==> config.mk <==
export PLATFORM = sky130hd
export DESIGN_NAME = alu_multicycle
export DESIGN_NICKNAME = d
export VERILOG_FILES = /design/src/rtl/alu_multicycle.sv
export SDC_FILE = /design/constraint.sdc
export NUM_CORES = 1
export LEC_CHECK = 0
export ABC_AREA = 1
export CAP_MARGIN = 20
export CORE_MARGIN = 10
export CORE_UTILIZATION = 30
export CTS_BUF_LIST = sky130_fd_sc_hd__clkbuf_8 sky130_fd_sc_hd__clkbuf_16
export DETAILED_ROUTE_END_ITERATION = 8
export GPL_TIMING_DRIVEN = 1
export PLACE_DENSITY = 0.44
export SYNTH_ARGS = -nofsm -noshare
export SYNTH_HDL_FRONTEND = slang
export SYNTH_SLANG_ARGS = --single-unit
==> constraint.sdc <==
create_clock -name clk -period 2.9 [get_ports clk]
set_input_delay 0.87 -clock clk [delete_from_list [all_inputs] [get_ports clk]]
set_output_delay 0.87 -clock clk [all_outputs]
set_load 0.02 [all_outputs]
==> src/rtl/alu_multicycle.sv <==
// Multicycle execute unit: single-cycle base ops, iterative shift-add multiply and
// restoring divide, driven over a start/busy/done handshake.
module alu_multicycle #(
    parameter int unsigned XLEN     = 32,
    parameter bit          ENABLE_M = 1'b1
) (
    input  logic            clk,
    input  logic            rst_n,
    input  logic            start,
    input  logic [4:0]      op,
    input  logic [XLEN-1:0] a,
    input  logic [XLEN-1:0] b,
    output logic            busy,
    output logic            done,
    output logic [XLEN-1:0] result,
    output logic            zero,
    output logic            illegal
);

    localparam int unsigned SH = $clog2(XLEN);
    localparam int unsigned CW = SH + 1;
    localparam logic [CW-1:0]   LAST    = CW'(XLEN);
    localparam logic [XLEN-1:0] MIN_INT = {1'b1, {(XLEN-1){1'b0}}};

    typedef enum logic [2:0] {S_IDLE, S_ONE, S_MUL, S_DIV, S_FIN} state_e;

    typedef enum logic [4:0] {
        OP_SUM    = 5'd0,  OP_SLL  = 5'd1,  OP_SUB   = 5'd2,  OP_LOAD  = 5'd3,
        OP_XOR    = 5'd4,  OP_SRL  = 5'd5,  OP_NOT   = 5'd6,  OP_AND   = 5'd7,
        OP_SLA    = 5'd8,  OP_SRA  = 5'd9,  OP_LESS  = 5'd10, OP_OR    = 5'd11,
        OP_LESS_U = 5'd12, OP_MUL  = 5'd13, OP_MULH  = 5'd14, OP_MULHU = 5'd15,
        OP_DIV    = 5'd16, OP_DIVU = 5'd17, OP_REM   = 5'd18, OP_REMU  = 5'd19
    } op_e;

    state_e          st, st_next;
    logic [4:0]      op_r;
    logic [XLEN-1:0] a_r, b_r;
    logic [XLEN-1:0] mcand;
    logic [XLEN-1:0] acc_hi, acc_lo;
    logic [CW-1:0]   cnt;
    logic            neg_q, neg_r;

    // Accept-time classification from the raw inputs
    logic            in_mul, in_div, in_signed, div_special, take_mul, take_div;
    logic [XLEN-1:0] mag_a, mag_b;

    always_comb begin
        in_mul      = (op == OP_MUL) || (op == OP_MULH) || (op == OP_MULHU);
        in_div      = (op == OP_DIV) || (op == OP_DIVU) || (op == OP_REM) || (op == OP_REMU);
        in_signed   = (op == OP_MULH) || (op == OP_DIV) || (op == OP_REM);
        div_special = in_div && ((b == '0) ||
                      (((op == OP_DIV) || (op == OP_REM)) && (a == MIN_INT) && (b == '1)));
        take_mul    = ENABLE_M && in_mul;
        take_div    = ENABLE_M && in_div && !div_special;
        mag_a       = (in_signed && a[XLEN-1]) ? (~a + 1'b1) : a;
        mag_b       = (in_signed && b[XLEN-1]) ? (~b + 1'b1) : b;
    end

    always_ff @(posedge clk or negedge rst_n) begin
        if (!rst_n) st <= S_IDLE;
        else        st <= st_next;
    end

    always_comb begin
        st_next = st;
        case (st)
            S_IDLE: if (start) begin
                if (take_mul)      st_next = S_MUL;
                else if (take_div) st_next = S_DIV;
                else               st_next = S_ONE;
            end
            S_ONE:   st_next = S_FIN;
            S_MUL,
            S_DIV:   if (cnt == LAST) st_next = S_FIN;
            S_FIN:   st_next = S_IDLE;
            default: st_next = S_IDLE;
        endcase
    end

    assign busy = (st != S_IDLE);
    assign done = (st == S_FIN);

    // Iteration datapath
    logic [XLEN:0]     mul_sum;
    logic [XLEN:0]     div_shift;
    logic              div_ge;
    logic [XLEN-1:0]   div_diff;
    logic [2*XLEN-1:0] prod_s;
    logic [XLEN-1:0]   quo_s, rem_s;

    always_comb begin
        mul_sum   = {1'b0, acc_hi} + (acc_lo[0] ? {1'b0, mcand} : '0);
        div_shift = {acc_hi, acc_lo[XLEN-1]};
        div_ge    = div_shift >= {1'b0, mcand};
        div_diff  = div_shift[XLEN-1:0] - mcand;
        prod_s    = neg_q ? (~{acc_hi, acc_lo} + 1'b1) : {acc_hi, acc_lo};
        quo_s     = neg_q ? (~acc_lo + 1'b1) : acc_lo;
        rem_s     = neg_r ? (~acc_hi + 1'b1) : acc_hi;
    end

    // Result selection for the edge entering FIN
    logic [SH-1:0]   shamt;
    logic [XLEN-1:0] one_result, mc_result, fin_result;
    logic            one_illegal, fin_illegal;

    always_comb begin
        shamt       = b_r[SH-1:0];
        one_result  = '0;
        one_illegal = 1'b0;
        case (op_r)
            OP_SUM:    one_result = a_r + b_r;
            OP_SLL,
            OP_SLA:    one_result = a_r << shamt;
            OP_SUB:    one_result = a_r - b_r;
            OP_LOAD:   one_result = b_r;
            OP_XOR:    one_result = a_r ^ b_r;
            OP_SRL:    one_result = a_r >> shamt;
            OP_NOT:    one_result = ~a_r;
            OP_AND:    one_result = a_r & b_r;
            OP_SRA:    one_result = $unsigned($signed(a_r) >>> shamt);
            OP_LESS:   one_result = {{(XLEN-1){1'b0}}, ($signed(a_r) < $signed(b_r))};
            OP_OR:     one_result = a_r | b_r;
            OP_LESS_U: one_result = {{(XLEN-1){1'b0}}, (a_r < b_r)};
            OP_MUL, OP_MULH, OP_MULHU:
                       one_illegal = !ENABLE_M;
            OP_DIV, OP_DIVU: begin
                one_illegal = !ENABLE_M;
                if (ENABLE_M) one_result = (b_r == '0) ? '1 : MIN_INT;
            end
            OP_REM, OP_REMU: begin
                one_illegal = !ENABLE_M;
                if (ENABLE_M) one_result = (b_r == '0) ? a_r : '0;
            end
            default:   one_illegal = 1'b1;
        endcase

        case (op_r)
            OP_MUL:          mc_result = prod_s[XLEN-1:0];
            OP_MULH,
            OP_MULHU:        mc_result = prod_s[2*XLEN-1:XLEN];
            OP_DIV, OP_DIVU: mc_result = quo_s;
            default:         mc_result = rem_s;
        endcase

        fin_result  = (st == S_ONE) ? one_result : mc_result;
        fin_illegal = (st == S_ONE) && one_illegal;
    end

    always_ff @(posedge clk or negedge rst_n) begin
        if (!rst_n) begin
            op_r    <= '0;
            a_r     <= '0;
            b_r     <= '0;
            mcand   <= '0;
            acc_hi  <= '0;
            acc_lo  <= '0;
            cnt     <= '0;
            neg_q   <= 1'b0;
            neg_r   <= 1'b0;
            result  <= '0;
            zero    <= 1'b1;
            illegal <= 1'b0;
        end else begin
            case (st)
                S_IDLE: if (start) begin
                    op_r   <= op;
                    a_r    <= a;
                    b_r    <= b;
                    cnt    <= '0;
                    acc_hi <= '0;
                    // Multiply iterates over B with A as multiplicand; divide shifts A through
                    mcand  <= in_mul ? mag_a : mag_b;
                    acc_lo <= in_mul ? mag_b : mag_a;
                    neg_q  <= in_signed && (a[XLEN-1] ^ b[XLEN-1]);
                    neg_r  <= in_signed && a[XLEN-1];
                end
                S_MUL: if (cnt != LAST) begin
                    {acc_hi, acc_lo} <= {mul_sum, acc_lo[XLEN-1:1]};
                    cnt              <= cnt + 1'b1;
                end
                S_DIV: if (cnt != LAST) begin
                    acc_hi <= div_ge ? div_diff : div_shift[XLEN-1:0];
                    acc_lo <= {acc_lo[XLEN-2:0], div_ge};
                    cnt    <= cnt + 1'b1;
                end
                default: ;
            endcase

            if ((st_next == S_FIN) && (st != S_FIN)) begin
                result  <= fin_result;
                zero    <= (fin_result == '0);
                illegal <= fin_illegal;
            end
        end
    end

endmodule

## Word level (Yosys, flattened, before mapping)

Cells that the tools add are included.
W data, S select, Z words.

| word-level totals | value |
|---|---|
| output and inout bits | 36 |
| logic and storage cells | 146 |
| register bits | 210 |
| input port bits | 72 |

| operators by class | value |
|---|---|
| eq/ne operators | 40 |
| add/sub/neg operators | 10 |
| magnitude comparators | 3 |
| bitwise operators | 10 |
| reductions and logical operators | 36 |
| multiplexer cells | 31 |
| shift-type cells | 3 |

Operators with widths:

| operator | number |
|---|---|
| $mux W32 | 16 |
| $pmux W32 S14 | 1 |
| $pmux W32 S3 | 3 |
| $not A32 Y32 | 5 |
| $add A32 B1 Y32 const B | 4 |
| $logic_not A32 Y1 | 3 |
| $add A64 B1 Y64 const B | 1 |
| $eq A32 B32 Y1 const B | 2 |
| $lt A32 B32 Y1 | 2 |
| $mux W64 | 1 |
| $not A64 Y64 | 1 |
| $sub A32 B32 Y32 | 2 |
| $eq A5 B4 Y1 const B | 11 |
| $eq A5 B5 Y1 const B | 8 |
| $add A32 B32 Y33 | 1 |
| $ge A33 B32 Y1 | 1 |
| $add A32 B32 Y32 | 1 |
| $and A32 B32 Y32 | 1 |
| $or A32 B32 Y32 | 1 |
| $shl A32 B5 Y32 | 1 |
| $shr A32 B5 Y32 | 1 |
| $sshr A32 B5 Y32 | 1 |
| $xor A32 B32 Y32 | 1 |
| $mux W31 | 1 |
| other kinds (31) | 63 |

## Logic depth before layout (Yosys ltp)

Gate-level depths: netlist of run 1.

| logic depth | value |
|---|---|
| word-level depth | 14 |
| gate-level depth with buffers | 26 |

## Worst setup path after synthesis of run 1

OpenSTA, ideal clock, no wires.

| timing | value |
|---|---|
| kind | register to register |
| start point | register b_r[3] |
| end point | register zero |
| stages on the path, launching flop included | 25 |
| path slack | -64 ps |
| period minus slack after synthesis | 2964 ps |
| setup time | 61 ps |
| data arrival time | 2903 ps |
| path through | dfrtp_1 > buf_2 > inv_2 > buf_2 > buf_1 > ha_1 > buf_2 > nor2_1 > nand2_1 > nand3b_1 > nand2_1 > nand2_1 > nand2_1 > nand2_1 > nand2_1 > nand2_1 > nand3_1 > nand3_1 > a21oi_1 > nand2_1 > nor2_1 > nand2_1 > nor2_1 > nand3_1 > nand2_1 |

| on the way | value |
|---|---|
| cells in the longest elaborated chain, start to end | 5 |
| elaborated cells on any way between the ends | 16 |
| classes of those cells | add/sub: 2; order compare: 2; shift: 3; mux: 4; bitwise: 3; reduce/logical: 2 |

Ends and longest elaborated chain:

| item | RTL line | text |
|---|---|---|
| start: declaration | 37 | `logic [XLEN-1:0] a_r, b_r;` |
| start signal: assignment | 153 | `b_r <= '0;` |
| start signal: assignment | 168 | `b_r <= b;` |
| branches (longest 2 deep; another with $sub A32 B32 Y32) | - |  |
| $pmux W32 S14 (*) | 110 | `case (op_r)` |
| $mux W32 (*) | 145 | `fin_result = (st == S_ONE) ? one_result : mc_result;` |
| $logic_not A32 Y1 (*) | 191 | `zero <= (fin_result == '0);` |
| end signal: assignment | 191 |  |
| end: declaration | 16 | `output logic zero,` |

Every way passes the cells marked *.
A chain may end at the register's enable or synchronous reset.

## Final worst setup path of run 1

| timing | value |
|---|---|
| start point | register a_r[13] |
| end point | register zero |

| on the way | value |
|---|---|
| cells in the longest elaborated chain, start to end | 4 |
| elaborated cells on any way between the ends | 15 |
| classes of those cells | add/sub: 2; order compare: 2; shift: 3; mux: 3; bitwise: 4; reduce/logical: 1 |

Ends and longest elaborated chain:

| item | RTL line | text |
|---|---|---|
| start: declaration | 37 |  |
| start signal: assignment | 152 | `a_r <= '0;` |
| start signal: assignment | 167 | `a_r <= a;` |
| $sub A32 B32 Y32 (tied with other cells) | 114 | `OP_SUB: one_result = a_r - b_r;` |
| $pmux W32 S14 (*) | 110 |  |
| $mux W32 (*) | 145 |  |
| $logic_not A32 Y1 (*) | 191 |  |

Mark *: on every way between the ends. The rest lies on a longest branch, timed or not.

==> results of run 1 <==
power by group through the flow:
stage / sequential, uW / clock [uW] / combinational (uW)
after floorplan: 5850 / 0 / 23600
after global placement: 5660 / 0 / 54600
after detailed placement: 5680 / 0 / 54600
after CTS: 5660 / 4110 / 57300
after global routing: 5850 / 4190 / 66000
final: 5740 / 4030 / 62000
area by class of cell:
class                           instances  area share
Inverter                              657      0.0530
Timing Repair Buffer                 1579       0.279
Tap cell                             1287      0.0344
Antenna cell                            3    0.000160
Multi-Input combinational cell       4210       0.498
Clock inverter                         20     0.00447
Clock buffer                           35      0.0178
Sequential cell                       210       0.113
kinds of logic after synthesis:
kind of cell	Yosys count
XOR/XNOR	101
AND/OR/NAND/NOR	3056
adder cells (fa/ha/maj)	179
buffers and inverters	894
flip-flops	210
AO/OA/AOI/OAI	874
registers in the layout, indices dropped and copies added, names as in the netlist:
name / count
a_r: 32
zero: 1
neg_q: 1
acc_hi: 32
b_r: 32
neg_r: 1
mcand: 32
cnt: 6
op_r: 5
illegal: 1
acc_lo: 32
result: 32
st: 3
final timing paths:
path	start	endpoint	slack (ps)	depth (start not counted)
setup / recovery	a_r[13]$_DFFE_PN0P_	zero$_DFFE_PN1P_	-200	21
hold / removal	rst_n	cnt[1]$_DFFE_PN0P_	190	1
setup reg to reg	a_r[13]$_DFFE_PN0P_	zero$_DFFE_PN1P_	-200	21
hold reg to reg	result[4]$_DFFE_PN0P_	result[4]$_DFFE_PN0P_	480	2
max in group asynchronous	rst_n	a_r[8]$_DFFE_PN0P_	1970	2
min in group clk	result[4]$_DFFE_PN0P_	result[4]$_DFFE_PN0P_	480	2
through the flow:
stage	total power [uW]	TNS [ps]	setup slack [ps]	area, um2	hold slack [ps]
floorplan	29400	0	71.3	29900	462
global placement	60300	-43330	-881	42800	464
detailed placement	60200	-44550	-869	42800	472
CTS	67100	-285	-204	45100	202
global route	76000	-6010	-378	46800	227
finish	71800	-1260	-201	46800	194
worst reg2reg max path, stage by stage, from the launching register on:
cell	delay, ps
dfrtp_1	420
buf_4	210
ha_1	250
nand2_1	80
nand2_1	120
nand2_1	100
nand2_1	70
buf_4	130
nand2_1	50
nand2_1	90
a21oi_1	240
nand3_1	130
nand3_2	190
nand3_4	120
buf_4	160
a21oi_4	160
nand2_1	80
nor2_1	100
nand2_1	60
nor2_1	110
nand3_1	70
nand2_1	70
synth_stat cells, types with 5 or more instances:
master	instances
nand4_1	65
a221oi_1	27
nand2_2	8
o21ai_1	14
nor4_1	10
buf_2	73
or2_2	12
nor3_1	53
ha_1	175
nand2_1	1556
o31ai_1	9
a31oi_1	18
clkbuf_1	126
xnor2_1	33
o21a_1	7
o21ai_0	334
inv_2	9
dfrtp_1	209
a2bb2oi_1	6
nand3_1	726
o211ai_1	58
xor2_1	68
nand3b_1	19
clkinv_1	5
o22ai_1	18
buf_1	24
a21oi_1	283
inv_1	643
o21bai_1	12
nor2_2	13
a22oi_1	31
o221ai_1	31
nor2_1	563
a21boi_0	7
and2_1	18
buf_4	6
what timing repair did:
| item | CTS | global route |
|---|---|---|
| setup endpoints to repair | 91 | 102 |
| gates cloned | 4 | 2 |
| gates resized for setup | 250 | 406 |
| buffers inserted | 24 | 27 |
| pin swaps | 38 | 91 |
| hold buffers | 0 | 0 |
metal layers:
| layer | vias to the layer above | part of all wire |
|---|---|---|
| met3 | 255 | 0.12 |
| met5 | - | 0.000051 |
| met4 | 2 | 0.037 |
| met2 | 1972 | 0.39 |
| li1 | 20200 | - |
| met1 | 20000 | 0.46 |
==> qor.csv, run 1 <==
metric,value,unit
grt_pass1_vias,39800,
antenna_found_initial,5,
grt_use_met1,0.483,
final_nets,6940,
ant_nets,0,
syn_nets,5565,
mostFrequentLayoutCells,"1478 x nand2_1, 1375 x buf_4, 648 x nand3_1, 624 x inv_1, 490 x nor2_1",
rsz0062_at_grt,yes,
synth_top_family_by_area,simple AND/OR/NAND/NOR gates,
power_switching,39600,uW
p_int,32200,uW
dp_cells,7888,
cts_tree,done,
path_max_fanout,4,
finalHoldViolCount,0,
crit_slowest_cell,dfrtp_1,
clockBufferDepth,3,
ys_top_cells_by_area,"nand2_1 20%, dfrtp_1 18%, nand3_1 12%, inv_1 8.1%, ha_1 7.3%",
portBuffers,107,
vias,42500,
p_clk_frac,0.056,
crit_family,simple AND/OR/NAND/NOR gates,
status,"finished, violations left",
drive_above_1_share,0.303,
sequentialPowerShare,0.080,
register_area,5270,um2
fillers,10600,
yosysUniqueCellTypes,59,
wirelength,198,mm
drt_iter0_markers,4745,
rows,115,
fin_cells,8001,
synth-adder-area-share,0.0760,
wl_per_cell,24.7,um
ys_async_sr_fraction,1.00,
synth_edf_count,0,
end_kind,flop,
violations,negative setup slack,
synth_top_area_cell,nand2_1,
synth_xor_area_frac,0.0296,
ioPinCount,108,
slowest_delay,420,ps
syn_avg_cell_area,5.62,um2
synth_warnings,0,
cts_buffers,31,
layout_setup_ws,-201,ps
max_freq,0.323,GHz
hpwl,167,mm
ys_ff_latch,210,
drc,0,
synth_top_area_frac,0.196,
htree_levels,1,
required,3460,ps
syn_inst,5314,
die_area,113000,um2
finalCriticalPeriod,3100,ps
worstSetupPathType,flop to flop,
clock_latency,640,ps
multi_input_comb_area,23300,um2
synthMuxAreaShare,0,
p_per_area,1530,nW/um2
globalplace.congestion,1.04,
switching_share,0.551,
fin_util,0.475,
critPathLaunchType,flop,
setup_viol,31,
combPwrFrac,0.864,
area_delta_synth_final,56.7,%
viasPerCell,5.31,
cp_common_cell,nand2_1,
grt_pass1_wl,279,mm
yosys.area_share.simple,0.432,
drtPass1Iterations,6,
ir_drop,0.000694,V
fp.dieH,336,um
slew_viol_final,0,
tightest_slew,1190,ps
start_util,0.303,
path_buf_inv,3,
slew_headroom,0.206,
synth_compound_area_frac,0.169,
fp.dieW,336,um
max-cap-violations,0,
seq_area_frac_synth,0.176,
fin_crit_sh,1.07,
overflow,0,
layout_commonest_cell,nand2_1,
synth_flop_cell,dfrtp_1,
coreArea,98600,um2
grt_max_degree,66,
grt_use_met3,0.111,
cts_sinks,210,
arrival,3660,ps
grt_use_met2,0.464,
cts_root_buf,clkbuf_16,
min_path_type,input pin to asynchronous set/reset pin,
top_usage_layer,met1,
path_cells,buf_4 -> ha_1 -> nand2_1 -> nand2_1 -> nand2_1 -> nand2_1 -> buf_4 -> nand2_1 -> nand2_1 -> a21oi_1 -> nand3_1 -> nand3_2 -> nand3_4 -> buf_4 -> a21oi_4 -> nand2_1 -> nor2_1 -> nand2_1 -> nor2_1 -> nand3_1 -> nand2_1,
fin_worst_skew,30.1,ps
power_leakage,0.0238,uW
cts.clk_slew.worst_paths,60,ps
grt_usage,0.337,
syn_area,29900,um2
Note: power is estimated with default switching activity, not from simulation.
==> inputs of run 2 (changes only) <==
--- a/config.mk
+++ b/config.mk
@@ -12,7 +12,8 @@
 export CTS_BUF_LIST = sky130_fd_sc_hd__clkbuf_8 sky130_fd_sc_hd__clkbuf_16
 export DETAILED_ROUTE_END_ITERATION = 8
 export GPL_TIMING_DRIVEN = 1
-export PLACE_DENSITY = 0.44
+export PLACE_DENSITY_LB_ADDON = 0.1
+export RECOVER_POWER = 100
 export SYNTH_ARGS = -nofsm -noshare
 export SYNTH_HDL_FRONTEND = slang
 export SYNTH_SLANG_ARGS = --single-unit
==> run 2 against run 1 <==
  * Non-clock buffer count down 22
  * The flow finishes with violations (max-capacitance violations, max-slew violations, negative setup slack)
  * Hold slack improved by 280 ps
  * Critical path depth unchanged
  * Register-to-register slack about the same
  * Fmax down 0.13%
  * Critical endpoint unchanged
  * Largest power group unchanged
  * Final area is 0.23% higher
==> qor.csv, run 2 (synthesis results as in run 1) <==
metric,value,unit
status,"finished, violations left",
violations,"max-capacitance violations, max-slew violations, negative setup slack",
end_kind,flop,
max_freq,0.322,GHz
drtPass1Iterations,8,
grt_usage,0.329,
critPathLaunchType,flop,
grt_max_degree,69,
grt_pass1_wl,274,mm
hpwl,164,mm
finalHoldViolCount,0,
finalCriticalPeriod,3100,ps
wirelength,194,mm
antenna_found_initial,6,
fin_crit_sh,1.07,
slew_headroom,-0.150,
fp.dieW,336,um
cts_sinks,210,
setup_tns,-1070,ps
fillers,10600,
layout_setup_ws,-205,ps
clock_latency,640,ps
rows,115,
overflow,0,
holdWs,477,ps
slowest_delay,470,ps
htree_levels,1,
max-cap-violations,1,
tightest_slew,1730,ps
wl_per_cell,24.4,um
cts_root_buf,clkbuf_16,
power,71200,uW
arrival,3670,ps
clockBufferDepth,3,
preCtsSetupSlack,-793,ps
grt_pass1_vias,39200,
path_max_fanout,7,
power_leakage,0.0237,uW
crit_family,simple AND/OR/NAND/NOR gates,
path_buf_inv,5,
min_path_type,flop to flop,
final_nets,6916,
ioPinCount,108,
post-route-cell-area,46900,um2
viasPerCell,5.38,
cts_buffers,29,
die_area,113000,um2
cp_common_cell,nand2_1,
globalplace.congestion,1.05,
portBuffers,107,
cts_tree,done,
mostFrequentLayoutCells,"1435 x nand2_1, 1336 x buf_4, 632 x nand3_1, 596 x inv_1, 465 x nor2_1",
cts.clk_slew.worst_paths,60,ps
ant_nets,0,
vias,42900,
coreArea,98600,um2
fin_worst_skew,30.2,ps
p_per_area,1520,nW/um2
required,3460,ps
placed_cell_area,42500,um2
path_cells,inv_4 -> ha_4 -> buf_4 -> nor2_1 -> nand3_1 -> nand3_1 -> buf_4 -> nand2_1 -> buf_4 -> a21oi_1 -> nor3_1 -> buf_4 -> nor2_2 -> nand2_1 -> a21oi_2 -> nand2_1 -> nor2_2 -> nand2_1 -> nor2_1 -> nand3_1 -> nand2_1,
start_util,0.303,
drive_above_1_share,0.320,
ir_drop,0.000658,V
fp.dieH,336,um
crit_slowest_cell,dfrtp_2,
rsz0062_at_grt,yes,
setup_viol,13,
area_delta_synth_final,57.0,%
drc,0,
worstSetupPathType,flop to flop,
slew_viol_final,57,
layout_commonest_cell,nand2_1,
drt_iter0_markers,5052,
postCtsHoldBufs,0,
run 2: cell types whose count changed in the layout (fill, tap and decap cells not counted), sizes merged:
cell           previous run  this run
clkbuf                   38        61
buf                    1469      1425
dlygate4sd2               2         3
clkinvlp                  4         3
dlymetal6s2s              5         4
dlygate4sd3               0        34
bufinv                    4         3
clkdlybuf4s50            99        63
inv                     662       657
clkinv                    7        11
run 2: cell type report:
type	count	area (um2)	share of cell area
antenna	3	7.51	0.000160
clock buffer	34	795	0.0169
clock inverter	17	191	0.00408
inverter	657	2490	0.0531
multi-input combinational	4210	23900	0.509
sequential	210	5270	0.112
tap	1287	1610	0.0343
timing repair buffer	1557	12700	0.270
run 2: metrics by stage:
stage,std cells,utilization
after floorplan,5314,-
after global placement,7856,0.432
after detailed placement,7856,0.432
after CTS,7924,0.450
after global routing,7972,0.476
final,7975,0.476
run 2: timing repair:
| item | in CTS | in global routing |
|---|---|---|
| setup buffers | 16 | 47 |
| gates cloned | 1 | 2 |
| resized for setup | 206 | 611 |
| pin swaps | 37 | 178 |
| setup endpoints to repair | 77 | 102 |
run 2: path summary, 6_finish.rpt:
check / start / end / slack [ps] / cells after the start
min reg2reg: result[4]$_DFFE_PN0P_ / result[4]$_DFFE_PN0P_ / 480 / 2
max reg2reg: b_r[2]$_DFFE_PN0P_ / zero$_DFFE_PN1P_ / -200 / 21
max: b_r[2]$_DFFE_PN0P_ / zero$_DFFE_PN1P_ / -200 / 21
max in group asynchronous: rst_n / b_r[0]$_DFFE_PN0P_ / 420 / 2
min: result[4]$_DFFE_PN0P_ / result[4]$_DFFE_PN0P_ / 480 / 2
min in group asynchronous: rst_n / cnt[4]$_DFFE_PN0P_ / 660 / 1
run 2: report_power, final:
part | switching (uW) | total [uW] | internal (uW)
clock network | 1710 | 3940 | 2220
logic | 36200 | 61600 | 25400
registers | 1350 | 5700 | 4350
run 2: worst reg2reg max path, delay by kind of cell (launching register included):
kind | cells | cell delay, ps
DFF | 1 | 470
AOI/OAI and AO/OA | 2 | 310
adders and majority gates | 1 | 220
and+or+nand+nor | 13 | 1260
buffers and inverters | 5 | 770
run 2: metal layers:
layer	global-route usage	routed length (um)
met1	0.483	89100
met5	0	36
met3	0.0814	21600
met2	0.465	77200
met4	0.0921	6450
